<file path="src/rtl/bank_htu_pkg.sv">
// Shared types and helpers for the bank HTU tree-PLRU replacement engine.
// Helpers work on the widest supported tree; callers cast down to their own width.
package bank_htu_pkg;

    localparam int unsigned DEF_WAYS   = 8;
    localparam int unsigned DEF_SETS   = 16;
    localparam int unsigned MAX_WAYS   = 64;
    localparam int unsigned MAX_NODES  = MAX_WAYS - 1;
    localparam int unsigned MAX_LEVELS = 6;

    typedef enum logic {
        INIT_IDLE,
        INIT_SWEEP
    } init_state_e;

    // Isolate the lowest set bit of a vector.
    function automatic logic [MAX_WAYS-1:0] lsb_onehot(input logic [MAX_WAYS-1:0] x);
        return x & (~x + MAX_WAYS'(1));
    endfunction

    // Tree bits on the root-to-leaf path of a way.
    function automatic logic [MAX_NODES-1:0] path_mask(input int unsigned ways,
                                                       input int unsigned way);
        logic [MAX_NODES-1:0] m;
        int unsigned          n;
        m = '0;
        n = ways + way;
        for (int k = 0; k < MAX_LEVELS; k++) begin
            if (n > 1) begin
                m = m | (MAX_NODES'(1) << ((n >> 1) - 1));
                n = n >> 1;
            end
        end
        return m;
    endfunction

    // Values that make every path node point away from the way: 1 when the way is in the lower child.
    function automatic logic [MAX_NODES-1:0] path_value(input int unsigned ways,
                                                        input int unsigned way);
        logic [MAX_NODES-1:0] v;
        int unsigned          n;
        v = '0;
        n = ways + way;
        for (int k = 0; k < MAX_LEVELS; k++) begin
            if (n > 1) begin
                if ((n & 1) == 0) begin
                    v = v | (MAX_NODES'(1) << ((n >> 1) - 1));
                end
                n = n >> 1;
            end
        end
        return v;
    endfunction

endpackage

</file>
<file path="src/rtl/bank_htu_plru_victim.sv">
// Combinational victim pick over one PLRU tree: free (invalid, unlocked) ways first,
// otherwise a root-to-leaf walk that steers around fully locked subtrees.
module bank_htu_plru_victim
    import bank_htu_pkg::*;
#(
    parameter int unsigned WAYS = DEF_WAYS
) (
    input  logic [WAYS-2:0] tree,
    input  logic [WAYS-1:0] valid_ways,
    input  logic [WAYS-1:0] lock_ways,
    output logic [WAYS-1:0] victim_c,
    output logic            none_c
);

    logic [WAYS-1:0]   cand;
    logic [WAYS-1:0]   pick;
    logic [WAYS-1:0]   walk;
    logic [2*WAYS-1:1] sub_lock;
    logic [2*WAYS-1:1] cur;
    logic              go_up;

    always_comb begin
        cand     = ~valid_ways & ~lock_ways;
        pick     = WAYS'(lsb_onehot(MAX_WAYS'(cand)));
        sub_lock = '0;
        cur      = '0;
        go_up    = 1'b0;

        // Heap-indexed "whole subtree locked" flags, built leaves-up.
        for (int l = 0; l < WAYS; l++) begin
            sub_lock[WAYS+l] = lock_ways[l];
        end
        for (int n = WAYS - 1; n >= 1; n--) begin
            sub_lock[n] = sub_lock[2*n] & sub_lock[2*n+1];
        end

        // Children always have larger heap indices, so one ascending pass walks the tree.
        cur[1] = 1'b1;
        for (int n = 1; n < WAYS; n++) begin
            if (cur[n]) begin
                go_up = tree[n-1];
                if (go_up ? sub_lock[2*n+1] : sub_lock[2*n]) begin
                    go_up = ~go_up;
                end
                if (go_up) begin
                    cur[2*n+1] = 1'b1;
                end else begin
                    cur[2*n] = 1'b1;
                end
            end
        end
        walk = cur[2*WAYS-1:WAYS];

        none_c   = sub_lock[1];
        victim_c = none_c ? '0 : ((|cand) ? pick : walk);
    end

endmodule

</file>
<file path="src/rtl/bank_htu_plru_array.sv">
// Per-set tree-PLRU state array with same-cycle update bypass into a registered
// victim query, plus a one-set-per-cycle init sweep.
module bank_htu_plru_array
    import bank_htu_pkg::*;
#(
    parameter int unsigned WAYS  = DEF_WAYS,
    parameter int unsigned SETS  = DEF_SETS,
    parameter int unsigned SET_W = $clog2(SETS)
) (
    input  logic             clk_i,
    input  logic             rst_ni,
    input  logic             upd_vld_i,
    input  logic [SET_W-1:0] upd_set_i,
    input  logic [WAYS-1:0]  upd_way_i,
    input  logic             qry_vld_i,
    input  logic [SET_W-1:0] qry_set_i,
    input  logic [WAYS-1:0]  qry_valid_ways_i,
    input  logic [WAYS-1:0]  qry_lock_ways_i,
    output logic             victim_vld_o,
    output logic [WAYS-1:0]  victim_way_o,
    output logic             victim_none_o,
    input  logic             init_i,
    output logic             init_busy_o
);

    localparam int unsigned NODES = WAYS - 1;

    logic [NODES-1:0] tree_q [SETS];

    init_state_e      state_q, state_d;
    logic [SET_W-1:0] cnt_q, cnt_d;
    logic             clr_en;
    logic             busy;

    int unsigned      upd_idx;
    logic [NODES-1:0] upd_mask;
    logic [NODES-1:0] upd_val;
    logic [NODES-1:0] upd_new;
    logic             upd_en;
    logic             qry_en;
    logic [NODES-1:0] qry_tree;

    logic [WAYS-1:0]  vic_way;
    logic             vic_none;

    assign busy   = (state_q == INIT_SWEEP);
    assign upd_en = upd_vld_i & (|upd_way_i) & ~busy;
    assign qry_en = qry_vld_i & ~busy;

    // Accessed way index (lowest set bit wins) and the resulting tree for that set.
    always_comb begin
        upd_idx = 0;
        for (int i = WAYS - 1; i >= 0; i--) begin
            if (upd_way_i[i]) begin
                upd_idx = i;
            end
        end
        upd_mask = NODES'(path_mask(WAYS, upd_idx));
        upd_val  = NODES'(path_value(WAYS, upd_idx));
        upd_new  = (tree_q[upd_set_i] & ~upd_mask) | (upd_val & upd_mask);
        qry_tree = (upd_en && (upd_set_i == qry_set_i)) ? upd_new : tree_q[qry_set_i];
    end

    bank_htu_plru_victim #(
        .WAYS(WAYS)
    ) u_victim (
        .tree       (qry_tree),
        .valid_ways (qry_valid_ways_i),
        .lock_ways  (qry_lock_ways_i),
        .victim_c   (vic_way),
        .none_c     (vic_none)
    );

    // Init sweep next-state logic.
    always_comb begin
        state_d = state_q;
        cnt_d   = cnt_q;
        clr_en  = 1'b0;
        case (state_q)
            INIT_IDLE: begin
                if (init_i) begin
                    state_d = INIT_SWEEP;
                    cnt_d   = '0;
                end
            end
            INIT_SWEEP: begin
                clr_en = 1'b1;
                if (cnt_q == SET_W'(SETS - 1)) begin
                    state_d = INIT_IDLE;
                    cnt_d   = '0;
                end else begin
                    cnt_d = cnt_q + SET_W'(1);
                end
            end
            default: begin
                state_d = INIT_IDLE;
                cnt_d   = '0;
            end
        endcase
    end

    always_ff @(posedge clk_i) begin
        if (!rst_ni) begin
            state_q       <= INIT_IDLE;
            cnt_q         <= '0;
            init_busy_o   <= 1'b0;
            victim_vld_o  <= 1'b0;
            victim_way_o  <= '0;
            victim_none_o <= 1'b0;
        end else begin
            state_q       <= state_d;
            cnt_q         <= cnt_d;
            init_busy_o   <= (state_d == INIT_SWEEP);
            victim_vld_o  <= qry_en;
            victim_way_o  <= qry_en ? vic_way : '0;
            victim_none_o <= qry_en & vic_none;
        end
    end

    // Updates are blocked while sweeping, so the two writes never collide.
    always_ff @(posedge clk_i) begin
        if (!rst_ni) begin
            for (int s = 0; s < SETS; s++) begin
                tree_q[s] <= '0;
            end
        end else begin
            if (upd_en) begin
                tree_q[upd_set_i] <= upd_new;
            end
            if (clr_en) begin
                tree_q[cnt_q] <= '0;
            end
        end
    end

endmodule
</file>
<file path="config.mk">
export PLATFORM = sky130hd
export DESIGN_NAME = bank_htu_plru_array
export DESIGN_NICKNAME = d
export VERILOG_FILES = /design/src/rtl/bank_htu_pkg.sv /design/src/rtl/bank_htu_plru_victim.sv /design/src/rtl/bank_htu_plru_array.sv
export SDC_FILE = /design/constraint.sdc
export NUM_CORES = 1
export LEC_CHECK = 0
export CAP_MARGIN = 0
export CORE_ASPECT_RATIO = 0.9
export CORE_UTILIZATION = 55
export DETAILED_ROUTE_END_ITERATION = 12
export PLACE_DENSITY = 0.75
export SLEW_MARGIN = 15
export SYNTH_ARGS = -nofsm -noshare
export SYNTH_HDL_FRONTEND = slang
export SYNTH_SLANG_ARGS = --single-unit
export TNS_END_PERCENT = 5
</file>
<file path="constraint.sdc">
create_clock -name clk_i -period 3.36 [get_ports clk_i]
set_input_delay 0.672 -clock clk_i [delete_from_list [all_inputs] [get_ports clk_i]]
set_output_delay 0.672 -clock clk_i [all_outputs]
set_load 0.005 [all_outputs]
</file>
### Yosys cells after proc, flatten, opt, wreduce, memory -nomap -nowiden

Memories as Yosys holds them, arrays and structs flattened.
Index checks and enable logic that the tools add are counted.
Widths: inputs -> output; s select.

* bits in registers: 15
* RAM bits: 112
* bits of input ports: 37
* output and inout port bits: 11
* word-level logic and storage cells: 174
* memories: 1

Memory list
* tree_q: depth 16, bits a word 7, rd ports 2, clocked after memory_dff 0, wr ports 16, line bank_htu_plru_array.sv:28 `logic [NODES-1:0] tree_q [SETS];`

* add/subtract/negate cells: 9
* magnitude comparators: 6
* eq/ne operators: 3
* shift-type cells: 6
* mux-type cells: 92
* bitwise logic cells: 40
* reduce and logical (&&, ||, !) cells: 12

Operator list (number)
* $logic_not 32->1: 6
* $shl 1x32->7 const A: 6
* $gt 32x1->1 const B: 5
* $sub 31x1->32 const B: 5
* $mux 7: 21
* $or 7x7->7: 11
* $mux 1: 45
* $mux 32: 1
* $mux 3: 8
* $not 8->8: 3
* $mux 5: 4
* $and 8x8->8: 2
* $mux 4: 4
* $reduce_or 8->1: 2
* $and 7x7->7: 2
* $reduce_or 7->1: 2
* $mux 2: 6
* $and 1x1->1: 11
* $not 1->1: 10
* $add 8x1->8 const B: 1
* $mux 8: 1
* $pmux 4 s2: 1
* $not 7->7: 1
* $add 4x3->5 const A: 1
* other kinds (9): 9

### Longest topological paths before layout

Gate-level depths: netlist of the first run.

* depth in word-level cells: 41
* depth in mapped cells: 10
* gate-level depth less buffers: 7

### Modules after synthesis

A second synthesis of the first run with hierarchy kept.

* cells, all modules: 598
* area total of the unflattened synthesis: 7304.5 um^2

Modules (own cells, without submodules)
* bank_htu_plru_array: instances 1, cells each 537, area an instance 6914.1 um^2, seq. area each 3663.5 um^2
* bank_htu_plru_victim: instances 1, cells each 61, area an instance 390.4 um^2, seq. area each 0.0 um^2

### Least setup slack after synthesis of the first run

No wires, ideal clock.

* kind: input to register
* start: input upd_set_i[1]
* end: memory tree_q[0][3] (netlist name), data pin
* library setup time: 263 ps
* arrival time: 2548 ps
* data required time: 3097 ps
* slack: 549 ps
* stages on the path: 10
* buffers on the path: 4
* cell sequence: buf_6 buf_6 buf_6 mux4_2 mux4_2 nand2_1 o21ai_2 nand2_2 buf_4 nor2_1

RTL lines
* start, declared: line bank_htu_plru_array.sv:13 `input logic [SET_W-1:0] upd_set_i,`
* end, declared: line bank_htu_plru_array.sv:28

### Final worst setup path of the first run

* start: input upd_set_i[1]
* end: register victim_way_o[4]

* word-level cells in the longest chain between the ends: 11
* elaborated cells between the ends (all ways): 23
* those cells by class: eq/ne (1); mux (15); bitwise (5); reduce/logical (1); memory (1)

Ends and longest elaborated chain
* $mem_v2 16x7
* $and 7x7->7: line bank_htu_plru_array.sv:60 `upd_new = (tree_q[upd_set_i] & ~upd_mask) | (upd_val & upd_mask);`
* $or 7x7->7: line bank_htu_plru_array.sv:60
* $mux 7 (*): line bank_htu_plru_array.sv:61 `qry_tree = (upd_en && (upd_set_i == qry_set_i)) ? upd_new : tree_q[qry_set_i];`
* $mux 1 or $not 1->1 (tied branches): line bank_htu_plru_victim.sv:42, bank_htu_plru_victim.sv:43
* $mux 1: line bank_htu_plru_victim.sv:42 `if (go_up ? sub_lock[2*n+1] : sub_lock[2*n]) begin`
* $mux 1: line bank_htu_plru_victim.sv:40 `if (cur[n]) begin`
* $mux 1: line bank_htu_plru_victim.sv:45 `if (go_up) begin`
* $mux 2: line bank_htu_plru_victim.sv:40
* $mux 2 (*): line bank_htu_plru_victim.sv:40
* $mux 8 (*): line bank_htu_plru_victim.sv:55 `victim_c = none_c ? '0 : ((|cand) ? pick : walk);`
* end signal, assigned: line bank_htu_plru_array.sv:115 `victim_way_o <= qry_en ? vic_way : '0;`
* end, declared: line bank_htu_plru_array.sv:20 `output logic [WAYS-1:0] victim_way_o,`

Every way passes the cells marked *; elsewhere a longest branch is shown, timed or not. The select of a mux whose other input is x is not followed.
A chain may end at the register's enable or synchronous reset.

==> results of run 1 <==
## power groups by stage
stage	combinational, mW	clock (mW)	sequential, mW
3_5_place_dp	0.563	0	1.86
6_report	0.578	1.74	1.83
5_1_grt	0.607	1.82	1.83
3_3_place_gp	0.552	0	1.85
2_1_floorplan	0.335	0	1.83
4_1_cts	0.569	1.76	1.83
## area by class of cell
type	instances	area (um^2)	area share
Sequential cell	127	3660	0.435
Multi-Input combinational cell	383	2990	0.355
Timing Repair Buffer	97	978	0.116
Clock buffer	18	429	0.0509
Tap cell	160	200	0.0237
Clock inverter	14	131	0.0156
Inverter	10	37.5	0.00445
## how the worst max path moves through the flow
stage	end	slack, ps	cells after the start
CTS	victim_way_o[4]	340	9
global route	victim_way_o[2]	290	8
detailed placement	victim_way_o[4]	-90	9
floorplan	tree_q[0][3]	550	10
finish	victim_way_o[4]	340	9
global placement	victim_way_o[4]	70	9
## kinds of logic (layout without fill, tap and decap cells)
group / count (synthesis) / after routing / synth area share
fa+ha+maj: 1 / 1 / 0.00182
buf+inv: 42 / 139 / 0.0306
mux: 70 / 70 / 0.210
simple gates: 239 / 239 / 0.149
xor+xnor: 4 / 4 / 0.00510
compound gates: 69 / 69 / 0.0698
flops: 127 / 127 / 0.534
## cell usage after synthesis, drive strengths merged, types with 4 or more instances
master,number
edfxtp,112
mux2i,9
nor3,4
inv,10
nand2,53
a21oi,11
clkbuf,11
a211oi,6
nand2b,7
nor2,138
and2,7
xnor2,4
o22ai,7
nor2b,4
buf,21
o21ai,18
nand3,4
mux4,59
dfxtp,15
## per-stage QoR
stage | instances | worst slack [ps]
global route | 809 | 292
detailed placement | 777 | -90.9
CTS | 809 | 343
floorplan | 552 | 549
finish | 809 | 338
global placement | 777 | 65.5
## flip-flops by register name, summed over array words and instances, names as in the netlist
| name | count |
|---|---|
| victim_none_o | 1 |
| busy | 1 |
| cnt_q | 4 |
| victim_vld_o | 1 |
| victim_way_o | 8 |
| tree_q | 112 |
## per-layer routing
metal,vias up,global-route usage,share of wire
met1,2585,0.439,0.38
met3,65,0.0923,0.13
met2,410,0.477,0.44
met5,-,0,0
met4,0,0.156,0.046
li1,2269,-,-
## critical path, delay by kind of cell
kind	cells	cell delay [ps]
simple gates	1	180
mux	2	710
buf+inv	3	900
compound gates	3	880
==> key figures, run 1 <==
Outcome
  • Outcome: finished, final reports clean

STA
  • Layout Skew: 7.77 ps
  • RSZ-0062 raised after global routing: no
  • Final setup fails: 0
  • Final-report hold violation count: 0
  • Maximum clock rate: 331 MHz
  • Slew headroom: 0.489
  • Worst-case hold slack: 580 ps
  • TNS Setup: 0 ps
  • Slew Viols, Final: 0
  • Final Critical Period: 3020 ps
  • Final Cycle Share: 0.899
  • Slew @ Worst Pin: 759 ps

Die
  • Initial core utilization: 0.566
  • Core Region: 12100 um^2
  • Ports: 48
  • Die height: 108 um
  • Die width: 120 um
  • Total die area: 12900 um^2
  • Rows: 38

Setup path
  • Max incr delay on CP: 540 ps
  • Crit-path slowest cell: mux4_2
  • Worst Setup SP: upd_set_i[1]
  • WS Path Type: in -> reg
  • Reg2reg end: tree_q[3][0]
  • Worst R2R Path Depth: 4
  • CP Max Fanout: 14
  • CP Launch Type: primary input
  • Worst R2R Setup Slack: 810 ps
  • Critical Path AT: 3330 ps
  • Crit end category: flop
  • CP required: 3670 ps
  • Reg-to-reg startpoint: busy
  • CP Cell Sequence: clkdlybuf4s50_1 > buf_12 > mux4_2 > and2_1 > a2111oi_0 > buf_4 > o41ai_1 > mux2i_1 > a32o_1

Hold path
  • Hold path depth: 1
  • Worst Hold Class: reg -> reg
  • Hold_sp: cnt_q[2]
  • Hold Crit Endpoint: busy

Layout
  • Area Overhead vs Synth: 22.8%
  • # fillers: 849
  • Fin util: 0.695
  • Ant diodes: 0
  • Commonest non-fill, non-tap cell in the layout: nor2_1
  • Final instance area: 8430 um^2
  • Most frequent cells in the layout: 138 x nor2_1, 112 x edfxtp_1, 59 x mux4_2
  • Total Nets Final: 674
  • Layout cells sized above 1: 0.233

Synthesis
  • Number of flops mapped to enable cells by yosys: 112
  • Share of the synthesized area in the top cell type: 0.490
  • Mapped Area: 6860 um^2
  • Ys Warns: 0
  • Asr flop ratio synth: 0
  • Synth top area cells: edfxtp_1 49%, mux4_2 19%, nor2_1 7.5%
  • Register area share after synthesis: 0.534
  • Yosys cell types: 56
  • Synth Register Bits: 127
  • Syn_nets: 590
  • Top FF cell, synth: edfxtp_1
  • Leading area contributor after synthesis: edfxtp_1
  • Cells after synthesis: 552
  • Average size of a mapped cell: 12.4 um^2

Power and ir drop
  • Switching power: 1.07 mW
  • Sw frac: 0.258
  • Leak: 3.05 nW
  • Int Pwr: 3.08 mW
  • Clock share of power: 0.420
  • Power density cells: 492 nW/um^2
  • Design Power: 4.15 mW
  • Combinational power share: 0.139
  • Worst VDD drop: 0.384 mV
  • Register share of total power: 0.441

Detailed routing
  • Residual DRC count: 0
  • Drt total wl: 19.4 mm
  • Antenna-violating nets left: 0
  • Via count: 5329
  • Iter 0 DRT Violations: 780
  • Via-to-Cell Ratio: 6.59
  • Number of iterations in the first detailed-routing pass: 5
  • Routed len/inst: 24.0 um

Global route
  • First-pass GRT wire length: 29.5 mm
  • Largest net degree at the start of global routing: 26
  • Vias in the first global route: 5079
  • Grt total ovfl: 0
  • GRT Overall Usage: 0.321
  • Initial antenna violation count: 0

Placed design
  • Area after DPL: 7870 um^2
  • PortBufs: 47
  • Placed wire-length estimate: 13.8 mm
  • Final Wtd Congestion: 0.976

CTS
  • CTS hold repair buffers: 0
  • CTS tree: done
  • H-tree depth: 4
  • Longest Clk Path Bufs: 2
  • CTS Sinks: 127
  • Resize count post-CTS: 0
  • Num CTS Buffers: 17
  • Postcts setup bufs: 0
  • Clock slew seen by the registers of the worst setup and hold paths: 60 ps
  • Root cell of the clock tree: clkbuf_16
  • Worst-skew pair later-pin latency: 420 ps

Run
  • Number of max-cap violations: 0
(Power assumes the default switching activity.)
==> run 2: changes to the inputs <==
--- a/config.mk
+++ b/config.mk
@@ -9,7 +9,8 @@
 export CORE_ASPECT_RATIO = 0.9
 export CORE_UTILIZATION = 55
 export DETAILED_ROUTE_END_ITERATION = 12
-export PLACE_DENSITY = 0.75
+export DONT_BUFFER_PORTS = 1
+export PLACE_DENSITY = 0.7
 export SLEW_MARGIN = 15
 export SYNTH_ARGS = -nofsm -noshare
 export SYNTH_HDL_FRONTEND = slang
==> run 2 against run 1 <==
Worst setup slack better by 420 ps. Via count is 7.7% lower. Global-route usage decreased by 1.2 points. Routed wire length shrank 4.6%. Clock power down 3%. Sequential share of layout area grew 4.9 points. Fmax is 16% higher. Critical endpoint is now tree_q[11][5].
==> key figures, run 2 (same netlist as run 1, synthesis figures left out) <==
Outcome
  • Outcome: finished, final reports clean

Power and ir drop
  • Power density cells: 515 nW/um^2 (+4.7%)
  • Leak: 2.66 nW (-13%)
  • Worst VDD drop: 0.397 mV (+3.6%)

Run
  • Number of max-cap violations: 0 (unchanged)

Layout
  • Biggest regs: tree_q (112), victim_way_o (8), cnt_q (4)
  • Reg area: 3660 um^2 (unchanged)
  • Final instance area: 7580 um^2 (-10%)
  • Area Overhead vs Synth: 10.5%
  • Largest Register: tree_q
  • Number of flip-flops under the largest register name: 112 (unchanged)
  • Ant diodes: 0 (unchanged)
  • Multi-input gate area: 2990 um^2 (unchanged)
  • Total Nets Final: 598 (-11%)
  • Most frequent cells in the layout: 138 x nor2_1, 112 x edfxtp_1, 59 x mux4_2
  • Layout cells sized above 1: 0.204 (-0.0285)
  • Commonest non-fill, non-tap cell in the layout: nor2_1
  • # fillers: 931 (+9.7%)

STA
  • Layout Skew: 6.31 ps (-1.45 ps)
  • Maximum clock rate: 384 MHz (+16%)
  • Final Cycle Share: 0.775 (-0.125)
  • Slew headroom: 0.540 (+0.0515)
  • TNS Setup: 0 ps (unchanged)
  • Slew Viols, Final: 0 (unchanged)
  • RSZ-0062 raised after global routing: no
  • Final setup fails: 0 (unchanged)
  • Slew @ Worst Pin: 673 ps (-86.6 ps)
  • Final-report hold violation count: 0 (unchanged)
  • Final Critical Period: 2600 ps (-420 ps)

Hold path
  • Worst Hold Class: in -> reg
  • Hold path depth: 1 (unchanged)
  • Hold_sp: qry_lock_ways_i[2]
  • Hold Crit Endpoint: victim_way_o[2]

Setup path
  • Crit-path slowest cell: a2111oi_0
  • CP Cell Sequence: mux4_2 > and2_1 > a2111oi_0 > a2111o_1 > nor2_1
  • CP Launch Type: flop
  • WS Path Type: reg -> reg
  • Worst R2R Path Depth: 5 (+1)
  • Top delay family on crit path: compound AO/OA/AOI/OAI gates
  • Max incr delay on CP: 620 ps (+80 ps)
  • CP Buf/Inv Count: 0 (-3)
  • CP Max Fanout: 16 (+2)
  • Critical Path AT: 2760 ps (-570 ps)
  • Reg-to-reg startpoint: tree_q[5][5]
  • CP required: 3510 ps (-160 ps)
  • Worst R2R Setup Slack: 760 ps (-50 ps)
  • Crit end category: flop
  • Reg2reg end: tree_q[11][5]

Die
  • Initial core utilization: 0.566 (unchanged)
  • Die width: 120 um (unchanged)
  • Ports: 48 (unchanged)
  • Rows: 38 (unchanged)
  • Total die area: 12900 um^2 (unchanged)
  • Core Region: 12100 um^2 (unchanged)
  • Die height: 108 um (unchanged)

Global route
  • Initial antenna violation count: 0 (unchanged)
  • GRT Overall Usage: 0.309 (-0.0122)
  • Vias in the first global route: 4882 (-3.9%)
  • Largest net degree at the start of global routing: 30 (+15%)
  • First-pass GRT wire length: 28.1 mm (-5.0%)
  • Grt total ovfl: 0 (unchanged)

CTS
  • Longest Clk Path Bufs: 2 (unchanged)
  • Resize count post-CTS: 0 (unchanged)
  • H-tree depth: 4 (unchanged)
  • Worst-skew pair later-pin latency: 420 ps (about the same)
  • Postcts setup bufs: 0 (unchanged)
  • CTS Sinks: 127 (unchanged)
  • Clock slew seen by the registers of the worst setup and hold paths: 60 ps (about the same)
  • CTS tree: done
  • CTS hold repair buffers: 0 (unchanged)
  • Root cell of the clock tree: clkbuf_16
  • Num CTS Buffers: 17 (unchanged)

Detailed routing
  • Routed len/inst: 25.3 um (+5.3%)
  • Antenna-violating nets left: 0 (unchanged)
  • Drt total wl: 18.6 mm (-4.6%)
  • Number of iterations in the first detailed-routing pass: 5 (unchanged)
  • Via-to-Cell Ratio: 6.71 (+1.9%)
  • Iter 0 DRT Violations: 609 (-22%)
  • Residual DRC count: 0 (unchanged)
  • Via count: 4920 (-7.7%)

Placed design
  • Area after DPL: 7050 um^2 (-10%)
  • PortBufs: 0 (-100%)
  • Final Wtd Congestion: 0.885 (-9.3%)
  • Placed wire-length estimate: 12.9 mm (-7.2%)
## run 2: cell count changes in the layout (fill, tap and decap cells not counted), sizes merged
cell           previous run  this run
clkbuf                   18        21
clkinvlp                  2         3
inv                      16        11
buf                      51        21
clkdlybuf4s50            46         0
clkinv                    5         6
## run 2: per-layer routing
metal / vias up / share of wire / global-route usage
met1: 2417 / 0.37 / 0.416
met5: - / 0 / 0
met3: 58 / 0.13 / 0.0965
met4: 0 / 0.043 / 0.131
met2: 338 / 0.45 / 0.469
li1: 2107 / - / -
## run 2: layout make-up
type,count,share of cell area
clock buffers,21,0.0581
well taps,160,0.0264
flip-flops and latches,127,0.483
multi-input cells,383,0.394
repair buffers,21,0.0208
inverters,10,0.00495
clock inverters,11,0.0122
## run 2: power by group
group          internal [mW]  switching [mW]
combinational          0.183           0.225
clock                   1.01           0.674
sequential              1.78          0.0358
## run 2: stage by stage
stage / total power [mW] / setup slack (ps) / hold WS, ps / instances / util
after floorplan: 2.17 / 549 / 494 / 552 / -
after global placement: 2.24 / 582 / 546 / 701 / 0.581
after detailed placement: 2.25 / 479 / 545 / 701 / 0.581
after CTS: 3.92 / 773 / 297 / 733 / 0.625
after global routing: 4.02 / 672 / 295 / 733 / 0.625
final: 3.91 / 757 / 310 / 733 / 0.625
## run 2: how the worst max path moves through the flow
stage / startpoint / end / slack (ps) / depth (start not counted)
6_report: tree_q[5][5] / tree_q[11][5] / 760 / 5
3_3_place_gp: upd_way_i[1] / victim_way_o[4] / 580 / 6
4_1_cts: tree_q[0][5] / tree_q[11][5] / 770 / 5
5_1_grt: tree_q[5][5] / tree_q[13][5] / 670 / 5
2_1_floorplan: upd_set_i[1] / tree_q[0][3] / 550 / 10
3_5_place_dp: upd_way_i[1] / victim_way_o[4] / 480 / 6
## run 2: worst reg2reg max path, cell delays in order, from the launching register on
cell and delay (ps):
edfxtp_1 410, mux4_2 470, and2_1 160, a2111oi_0 620
a2111o_1 560, nor2_1 110
